$ cat config.mk
export PLATFORM = sky130hd
export DESIGN_NAME = alu_host_seq_flat
export DESIGN_NICKNAME = d
export VERILOG_FILES = /design/src/rtl/alu_host_seq_if.sv /design/src/rtl/alu_host_seq.sv /design/src/flat_wrapper.sv
export SDC_FILE = /design/constraint.sdc
export NUM_CORES = 1
export LEC_CHECK = 0
export ABC_AREA = 0
export BUFFER_PORTS_ARGS = -buffer_cell sky130_fd_sc_hd__clkbuf_2
export CORE_AREA = 2 2 91 93
export DETAILED_ROUTE_END_ITERATION = 8
export DIE_AREA = 0 0 93 95
export GPL_TIMING_DRIVEN = 1
export HOLD_SLACK_MARGIN = 0.05
export PLACE_DENSITY = 0.6
export SETUP_SLACK_MARGIN = 0.5
export SLEW_MARGIN = 15
export SYNTH_ARGS = -nofsm -noshare
export SYNTH_HDL_FRONTEND = slang
export SYNTH_SLANG_ARGS = --single-unit
export TNS_END_PERCENT = 10
$ cat constraint.sdc
create_clock -name clk -period 2.05 [get_ports clk]
set_input_delay 0.41 -clock clk [delete_from_list [all_inputs] [get_ports clk]]
set_output_delay 0.41 -clock clk [all_outputs]
set_load 0.02 [all_outputs]
$ cat src/rtl/alu_host_seq_if.sv
// Host request/response port and ALU8 wrapper byte-serial load bus of alu_host_seq.
// slave: the sequencer side; master: the host/wrapper side (testbench).
interface alu_host_seq_if;
  logic       req_valid_i;
  logic       req_ready_o;
  logic [7:0] req_a_i;
  logic [7:0] req_b_i;
  logic [7:0] req_cmd_i;
  logic       rsp_valid_o;
  logic       rsp_ready_i;
  logic [7:0] rsp_lo_o;
  logic [7:0] rsp_hi_o;
  logic       rsp_err_o;
  logic [7:0] ABCmd_o;
  logic       LoadA_o;
  logic       LoadB_o;
  logic       LoadCmd_o;
  logic [7:0] ACC_i;
  logic       Done_i;

  modport slave (
    input  req_valid_i, req_a_i, req_b_i, req_cmd_i, rsp_ready_i, ACC_i, Done_i,
    output req_ready_o, rsp_valid_o, rsp_lo_o, rsp_hi_o, rsp_err_o,
    output ABCmd_o, LoadA_o, LoadB_o, LoadCmd_o
  );

  modport master (
    output req_valid_i, req_a_i, req_b_i, req_cmd_i, rsp_ready_i, ACC_i, Done_i,
    input  req_ready_o, rsp_valid_o, rsp_lo_o, rsp_hi_o, rsp_err_o,
    input  ABCmd_o, LoadA_o, LoadB_o, LoadCmd_o
  );
endinterface

$ cat src/rtl/alu_host_seq.sv
// Host-side sequencer for the ALU8 wrapper: strobe-then-data load of A/B/Cmd, collects two result bytes.
// Optional WDONE timeout with error response when ALU_HOST_TIMEOUT_EN is defined.
module alu_host_seq #(
  parameter int unsigned TIMEOUT_CYC = 4
) (
  input logic           clk,
  input logic           reset,
  alu_host_seq_if.slave bus
);

  typedef enum logic [3:0] {
    IDLE, SA, DA, SB, DB, SC, DC, WDONE, CHI, RSP
  } state_e;

  state_e     state_q, state_d;
  logic [7:0] a_q, a_d, b_q, b_d, cmd_q, cmd_d;
  logic [7:0] abcmd_q, abcmd_d;
  logic       load_a_q, load_a_d, load_b_q, load_b_d, load_cmd_q, load_cmd_d;
  logic       rsp_valid_q, rsp_valid_d, req_ready_q, req_ready_d;
  logic [7:0] rsp_lo_q, rsp_lo_d, rsp_hi_q, rsp_hi_d;
`ifdef ALU_HOST_TIMEOUT_EN
  localparam int unsigned CNT_W = $clog2(TIMEOUT_CYC + 1);
  logic [CNT_W-1:0] cnt_q, cnt_d;
  logic             rsp_err_q, rsp_err_d;
`endif

  always_comb begin
    state_d  = state_q;
    a_d      = a_q;
    b_d      = b_q;
    cmd_d    = cmd_q;
    abcmd_d  = abcmd_q;
    rsp_lo_d = rsp_lo_q;
    rsp_hi_d = rsp_hi_q;
`ifdef ALU_HOST_TIMEOUT_EN
    cnt_d     = cnt_q;
    rsp_err_d = rsp_err_q;
`endif
    // The bus is updated on the edge leaving each strobe state, so the previous
    // byte is still driven while the strobe is high.
    unique case (state_q)
      IDLE: if (bus.req_valid_i && req_ready_q) begin
        a_d     = bus.req_a_i;
        b_d     = bus.req_b_i;
        cmd_d   = bus.req_cmd_i;
        state_d = SA;
      end
      SA: begin abcmd_d = a_q;   state_d = DA; end
      DA: state_d = SB;
      SB: begin abcmd_d = b_q;   state_d = DB; end
      DB: state_d = SC;
      SC: begin abcmd_d = cmd_q; state_d = DC; end
      DC: begin
`ifdef ALU_HOST_TIMEOUT_EN
        cnt_d = '0;
`endif
        state_d = WDONE;
      end
      WDONE: begin
        if (bus.Done_i) begin
          rsp_lo_d = bus.ACC_i;
          state_d  = CHI;
        end
`ifdef ALU_HOST_TIMEOUT_EN
        else if (cnt_q == CNT_W'(TIMEOUT_CYC - 1)) begin
          rsp_lo_d  = '0;
          rsp_hi_d  = '0;
          rsp_err_d = 1'b1;
          state_d   = RSP;
        end else begin
          cnt_d = cnt_q + 1'b1;
        end
`endif
      end
      CHI: begin rsp_hi_d = bus.ACC_i; state_d = RSP; end
      RSP: if (bus.rsp_ready_i) begin
`ifdef ALU_HOST_TIMEOUT_EN
        rsp_err_d = 1'b0;
`endif
        state_d = IDLE;
      end
      default: state_d = IDLE;
    endcase

    // Outputs are registered versions of the next-state decode.
    load_a_d    = (state_d == SA);
    load_b_d    = (state_d == SB);
    load_cmd_d  = (state_d == SC);
    rsp_valid_d = (state_d == RSP);
    req_ready_d = (state_d == IDLE);
  end

  always_ff @(posedge clk) begin
    if (reset) begin
      state_q     <= IDLE;
      a_q         <= '0;
      b_q         <= '0;
      cmd_q       <= '0;
      abcmd_q     <= '0;
      load_a_q    <= 1'b0;
      load_b_q    <= 1'b0;
      load_cmd_q  <= 1'b0;
      rsp_valid_q <= 1'b0;
      req_ready_q <= 1'b1;
      rsp_lo_q    <= '0;
      rsp_hi_q    <= '0;
`ifdef ALU_HOST_TIMEOUT_EN
      cnt_q       <= '0;
      rsp_err_q   <= 1'b0;
`endif
    end else begin
      state_q     <= state_d;
      a_q         <= a_d;
      b_q         <= b_d;
      cmd_q       <= cmd_d;
      abcmd_q     <= abcmd_d;
      load_a_q    <= load_a_d;
      load_b_q    <= load_b_d;
      load_cmd_q  <= load_cmd_d;
      rsp_valid_q <= rsp_valid_d;
      req_ready_q <= req_ready_d;
      rsp_lo_q    <= rsp_lo_d;
      rsp_hi_q    <= rsp_hi_d;
`ifdef ALU_HOST_TIMEOUT_EN
      cnt_q       <= cnt_d;
      rsp_err_q   <= rsp_err_d;
`endif
    end
  end

  assign bus.req_ready_o = req_ready_q;
  assign bus.rsp_valid_o = rsp_valid_q;
  assign bus.rsp_lo_o    = rsp_lo_q;
  assign bus.rsp_hi_o    = rsp_hi_q;
  assign bus.ABCmd_o     = abcmd_q;
  assign bus.LoadA_o     = load_a_q;
  assign bus.LoadB_o     = load_b_q;
  assign bus.LoadCmd_o   = load_cmd_q;
`ifdef ALU_HOST_TIMEOUT_EN
  assign bus.rsp_err_o   = rsp_err_q;
`else
  assign bus.rsp_err_o   = 1'b0;
`endif

endmodule

$ cat src/flat_wrapper.sv
// flat-port wrapper written by rule: the top's interface ports become plain ports
module alu_host_seq_flat 
#(
  parameter int unsigned TIMEOUT_CYC = 4
)
  (clk, reset, bus_req_valid_i, bus_req_a_i, bus_req_b_i, bus_req_cmd_i, bus_rsp_ready_i, bus_ACC_i, bus_Done_i, bus_req_ready_o, bus_rsp_valid_o, bus_rsp_lo_o, bus_rsp_hi_o, bus_rsp_err_o, bus_ABCmd_o, bus_LoadA_o, bus_LoadB_o, bus_LoadCmd_o);
  alu_host_seq_if bus_i ();
  input logic clk;
  input logic reset;
  input wire logic [$bits(bus_i.req_valid_i)-1:0] bus_req_valid_i;
  input wire logic [$bits(bus_i.req_a_i)-1:0] bus_req_a_i;
  input wire logic [$bits(bus_i.req_b_i)-1:0] bus_req_b_i;
  input wire logic [$bits(bus_i.req_cmd_i)-1:0] bus_req_cmd_i;
  input wire logic [$bits(bus_i.rsp_ready_i)-1:0] bus_rsp_ready_i;
  input wire logic [$bits(bus_i.ACC_i)-1:0] bus_ACC_i;
  input wire logic [$bits(bus_i.Done_i)-1:0] bus_Done_i;
  output wire logic [$bits(bus_i.req_ready_o)-1:0] bus_req_ready_o;
  output wire logic [$bits(bus_i.rsp_valid_o)-1:0] bus_rsp_valid_o;
  output wire logic [$bits(bus_i.rsp_lo_o)-1:0] bus_rsp_lo_o;
  output wire logic [$bits(bus_i.rsp_hi_o)-1:0] bus_rsp_hi_o;
  output wire logic [$bits(bus_i.rsp_err_o)-1:0] bus_rsp_err_o;
  output wire logic [$bits(bus_i.ABCmd_o)-1:0] bus_ABCmd_o;
  output wire logic [$bits(bus_i.LoadA_o)-1:0] bus_LoadA_o;
  output wire logic [$bits(bus_i.LoadB_o)-1:0] bus_LoadB_o;
  output wire logic [$bits(bus_i.LoadCmd_o)-1:0] bus_LoadCmd_o;
  assign bus_i.req_valid_i = bus_req_valid_i;
  assign bus_i.req_a_i = bus_req_a_i;
  assign bus_i.req_b_i = bus_req_b_i;
  assign bus_i.req_cmd_i = bus_req_cmd_i;
  assign bus_i.rsp_ready_i = bus_rsp_ready_i;
  assign bus_i.ACC_i = bus_ACC_i;
  assign bus_i.Done_i = bus_Done_i;
  assign bus_req_ready_o = bus_i.req_ready_o;
  assign bus_rsp_valid_o = bus_i.rsp_valid_o;
  assign bus_rsp_lo_o = bus_i.rsp_lo_o;
  assign bus_rsp_hi_o = bus_i.rsp_hi_o;
  assign bus_rsp_err_o = bus_i.rsp_err_o;
  assign bus_ABCmd_o = bus_i.ABCmd_o;
  assign bus_LoadA_o = bus_i.LoadA_o;
  assign bus_LoadB_o = bus_i.LoadB_o;
  assign bus_LoadCmd_o = bus_i.LoadCmd_o;
  alu_host_seq #(.TIMEOUT_CYC(TIMEOUT_CYC)) u_core (.clk(clk), .reset(reset), .bus(bus_i));
endmodule
== After elaboration in Yosys (flattened, before gate mapping) ==
Cells that the tools add are included.
Word-level totals
  register bits after elaboration: 57
  input bits: 37
  output and inout port bits: 30
  logic and storage cells: 36
Operators by class
  equal/unequal tests: 13
  muxes and demuxes: 5
  reduce and logical (&&, ||, !) cells: 6
Operator list (count)
  4-bit one-hot mux with 10 select lines: 1
  8-bit one-hot mux with 3 select lines: 1
  4-bit by 3-bit == test with 1-bit output (second input constant): 5
  4-bit by 2-bit == test with 1-bit output (second input constant): 3
  4-bit == test (second input constant): 3
  4-bit 2-to-1 mux: 3
  4-bit by 1-bit == test with 1-bit output (second input constant): 2
  4-bit zero test: 2
  2-bit AND reduction: 2
  3-bit nonzero test: 1
  1-bit logical AND: 1

== Depth between registers and ports, before layout ==
  depth after elaboration: 4
  depth in mapped cells: 7

== Worst setup path before layout ==
Ideal clock, no wire load.
  kind: register -> register
  from: register u_core.state_q[1]
  to: register u_core.load_cmd_q, in the netlist u_core.bus.LoadCmd_o
  data arrival time: 1377 ps
  data required time: 1977 ps
  path slack: 600 ps
  stages on the path, launching flop included: 6
  path buffers: 1
  clock period less this slack: 1450 ps
  cell sequence: dfxtp_1 buf_2 or3b_4 nor2b_4 o2111a_2 nor3b_2
Between the ends
  cells in the longest elaborated chain, start to end: 3
  elaborated cells between the ends (all ways): 15
  those cells by class: 10 x eq/ne; 4 x mux; 1 x reduce/logical
Ends and longest elaborated chain
  start, declared: RTL line alu_host_seq.sv:15  | state_e state_q, state_d;
  start signal, assigned: RTL line alu_host_seq.sv:112  | state_q <= state_d;
  4-bit == test, or another cell as far along: RTL line alu_host_seq.sv:41  | unique case (state_q)
  4-bit one-hot mux with 10 select lines (*): RTL line alu_host_seq.sv:41
  4-bit by 3-bit == test with 1-bit output (*): RTL line alu_host_seq.sv:88  | load_cmd_d = (state_d == SC);
  end signal, assigned: RTL line alu_host_seq.sv:119  | load_cmd_q <= load_cmd_d;
  end, declared: RTL line alu_host_seq.sv:18  | logic load_a_q, load_a_d, load_b_q, load_b_d, load_cmd_q, load_cmd_d;
Mark *: on every way between the ends. The rest lies on a longest branch, timed or not.
A chain may end at the register's enable or synchronous reset.

== Worst setup path in the final report ==
Ends and elaborated chain as after synthesis.

==> results.sh <==
export IMPL_outcome="complete, no violations"
export IMPL_timing_worst_slew_pin_value_ns=0.6413
export IMPL_grt_max_degree=30
export IMPL_final_fill_count=877
export IMPL_drc_violation_total_after_the_first_tritonroute_iteration=62
export IMPL_yosys_register_bits=57
export IMPL_final_critical_path_setup_slack_ns=0.4843
export IMPL_cts_htree_levels=3
export IMPL_number_of_rows_created_at_floorplan=33
export IMPL_worst_endpoint_required_ns=2.32
export IMPL_clock_tree_from_tritoncts="done"
export IMPL_cts_max_path_buffers=2
export IMPL_die_height_um=95
export IMPL_postPlaceCellArea_um2=2726
export IMPL_setup_violations_final=0
export IMPL_routed_wirelength_um=5903
export IMPL_p_seq_frac=0.425
export IMPL_die_area_um2=8835
export IMPL_cts_clk_slew_worst_paths_ns=0.07
export IMPL_gr_usage_met2=0.2283
export IMPL_share_of_layout_cells_above_drive_strength_1=0.3003
export IMPL_rsz0062_at_grt="yes"
export IMPL_power_total_mw=2.939
export IMPL_n_antenna_cell=0
export IMPL_ir_drop_mv=0.4219
export IMPL_grt_pass1_wl_um=9584
export IMPL_critical_path_top_delay_family="simple AND/OR/NAND/NOR gates"
export IMPL_first_global_vias=2096
export IMPL_switching_share_of_power=0.2872
export IMPL_final_setup_tns_ns=0
export IMPL_critical_path_slowest_cell="or3b_4"
export IMPL_postRouteAntennaNets=0
export IMPL_power_density_cell_area_nw_per_um2=979.7
export IMPL_detailedRoute_firstPassIterationCount=4
export IMPL_max_freq_ghz=0.6387
export IMPL_io_buffers=65
export IMPL_maxCapViolations=0
export IMPL_die_w_um=93
export IMPL_io_pins=67
export IMPL_crit_path_max_fanout=26
export IMPL_worstPathCellList="buf_12 -> or3b_4 -> nor2b_4 -> o2111a_2 -> nor3b_2"
export IMPL_cts_root_buf="clkbuf_8"
export IMPL_cts_made_buffers=9
export IMPL_yosys_warnings=0
export IMPL_netlist_area_um2=2300
export IMPL_design_final_nets=385
export IMPL_setup_worst_path_class="register to register"
export IMPL_critPathBufInv=1
export IMPL_slew_headroom=0.5725
export IMPL_drc=0
export IMPL_critical_path_max_stage_delay_ns=0.42
export IMPL_grt_usage=0.1404
export IMPL_synth_lib_cells_used_distinct=37
export IMPL_synthCells=281
export IMPL_period_utilization=0.7638
export IMPL_timing_clock_skew_ns=0.007087
export IMPL_detail_route_wl_per_cell_um=12.89
export IMPL_timing_critical_path_arrival_ns=1.84
export IMPL_place_hpwl_um=4130
export IMPL_grt_util_met3=0.06385
export IMPL_worst_hold_path_type="primary input to register"
export IMPL_syn_nets=318
export IMPL_area_growth_synth_to_final_pct=30.47
export IMPL_min_tclk_post_route_ns=1.566
export IMPL_critical_path_startpoint_type="register"
export IMPL_dr_total_vias=2126
export IMPL_grt_met1_usage=0.1656
export IMPL_grt_ovfl_total=0
export IMPL_via_per_inst=4.642
export IMPL_cts_sink_count=57
export IMPL_p_int_mw=2.095
export IMPL_globalplace_congestion=0.7995
export IMPL_power_switching_uw=844.2
export IMPL_holdBufCountCts=0
export IMPL_initial_core_util=0.2901
export IMPL_finalMaxSlewViolations=0
export IMPL_preCtsSetupSlack_ns=0.2759
export IMPL_setup_worst_path_end_class="register"
export IMPL_hold_violations=0
export IMPL_grt_busiest_layer="met2"
export IMPL_design_area_um2=3000
export IMPL_antenna_found_initial=0
export IMPL_register_area_share_after_synthesis=0.4962
export IMPL_leakagePower_nw=1.267
export IMPL_avgSynthCellArea_um2=8.184
export IMPL_clk_latency_ns=0.34
export IMPL_power_frac_comb=0.183
export IMPL_pwr_share_clk=0.391
export IMPL_core_region_area_um2=7928
==> cell usage after synthesis <==
cell type	number	share of area
or2_1	1	0.0027
nor3_1	11	0.024
and4b_1	1	0.0044
buf_2	4	0.0087
nor4b_1	1	0.0038
clkbuf_1	11	0.018
nor3b_2	1	0.0054
nor3b_1	1	0.0033
nand3_1	2	0.0044
nand4b_1	2	0.0076
conb_1	1	0.0016
and2b_2	1	0.0038
or4_1	1	0.0033
xor2_1	2	0.0076
nor2b_4	1	0.0060
nor3_4	1	0.0071
a21boi_0	1	0.0033
nand2_1	69	0.11
or3b_4	1	0.0049
a21oi_1	50	0.11
buf_6	2	0.0098
a211oi_2	1	0.0054
dfxtp_1	57	0.50
nand4_1	1	0.0027
nor2b_1	1	0.0027
a211oi_1	1	0.0033
o21ai_0	8	0.017
o2111a_2	1	0.0054
nand2b_1	3	0.0082
and2_1	2	0.0054
buf_4	3	0.0098
inv_1	2	0.0033
nor2_1	23	0.038
mux2i_1	10	0.044
nor4_1	1	0.0027
buf_1	1	0.0016
o2111ai_1	1	0.0038
==> timing repair <==
action	CTS	global route
setup buffers	0	2
gates resized for setup	4	7
gates cloned	0	1
pin swaps	0	2
hold endpoints to repair	0	0
endpoints found under the setup margin	27	39
==> worst register-to-register path, cell delays in order (launching register included) <==
cell	delay, ns
dfxtp_1	0.34
buf_12	0.17
or3b_4	0.42
nor2b_4	0.14
o2111a_2	0.27
nor3b_2	0.16
==> registers in the layout, summed over array words and instances (netlist names) <==
name,count
u_core.bus.LoadCmd_o,1
u_core.b_q,8
u_core.bus.LoadB_o,1
u_core.bus.ABCmd_o,8
u_core.bus.LoadA_o,1
u_core.cmd_q,8
u_core.bus.rsp_hi_o,8
u_core.bus.rsp_valid_o,1
u_core.bus.rsp_lo_o,8
u_core.a_q,8
u_core.bus.req_ready_o,1
u_core.state_q,4
==> final cells by class <==
class / instances / area [um^2] / area share
Clock inverter: 7 / 95.09 / 0.03169
Timing Repair Buffer: 77 / 445.4 / 0.1485
Inverter: 2 / 7.507 / 0.002502
Tap cell: 105 / 131.4 / 0.04379
Sequential cell: 57 / 1142 / 0.3807
Clock buffer: 9 / 123.9 / 0.04128
Multi-Input combinational cell: 201 / 1055 / 0.3515
==> layout by cell type (no fill, tap or decap), types with 2 or more instances in the layout <==
master,count
nand2_1,69
clkbuf_2,65
dfxtp_1,56
a21oi_1,49
nor2_1,23
nor3_1,11
mux2i_1,10
clkbuf_8,9
o21ai_0,8
buf_4,7
clkinvlp_4,4
nand2b_1,3
nand4b_1,2
inv_1,2
xor2_1,2
bufinv_16,2
buf_6,2
buf_12,2
==> through the flow <==
stage               utilization  hold slack [ns]  std cells
global placement         0.3439           0.4427        439
finish                   0.3785           0.2878        458
detailed placement       0.3439           0.4470        439
floorplan                     -           0.4357        281
CTS                      0.3731           0.2716        455
global route             0.3785           0.2821        458
==> routing by layer <==
metal / vias to the layer above / wire length [um] / share of wire
li1: 1074 / - / -
met1: 979 / 2562 / 0.43
met2: 63 / 2791 / 0.47
met3: 10 / 469 / 0.079
met4: 0 / 79 / 0.013
met5: - / 0 / 0
==> logic make-up (layout without fill, tap and decap cells) <==
kind of cell,after synthesis,count (layout),synth area share
and+or+nand+nor,125,125,0.2525
AOI/OAI and AO/OA,63,63,0.1474
DFF,57,57,0.4962
buffers and inverters,23,95,0.05114
muxes,10,10,0.04353
xor gates and xnor gates,2,2,0.007618
other,1,1,0.001631
==> worst paths after layout <==
kind	startpoint	endpoint	slack (ns)	depth (start not counted)
setup / recovery	u_core.state_q[1]	u_core.bus.LoadCmd_o	0.48	5
hold / removal	bus_req_cmd_i[7]	u_core.cmd_q[7]	0.29	3
setup reg to reg	u_core.state_q[1]	u_core.bus.LoadCmd_o	0.48	5
hold reg to reg	u_core.b_q[1]	u_core.b_q[1]	0.46	2
==> power by group through the flow <==
| stage | logic, mW | clock network, mW | registers, mW |
|---|---|---|---|
| CTS | 0.507 | 1.19 | 1.25 |
| finish | 0.539 | 1.15 | 1.25 |
| global route | 0.603 | 1.23 | 1.26 |
| detailed placement | 0.501 | 0 | 1.27 |
| floorplan | 0.318 | 0 | 1.29 |
| global placement | 0.496 | 0 | 1.27 |
Power figures use the tool's default switching activity.
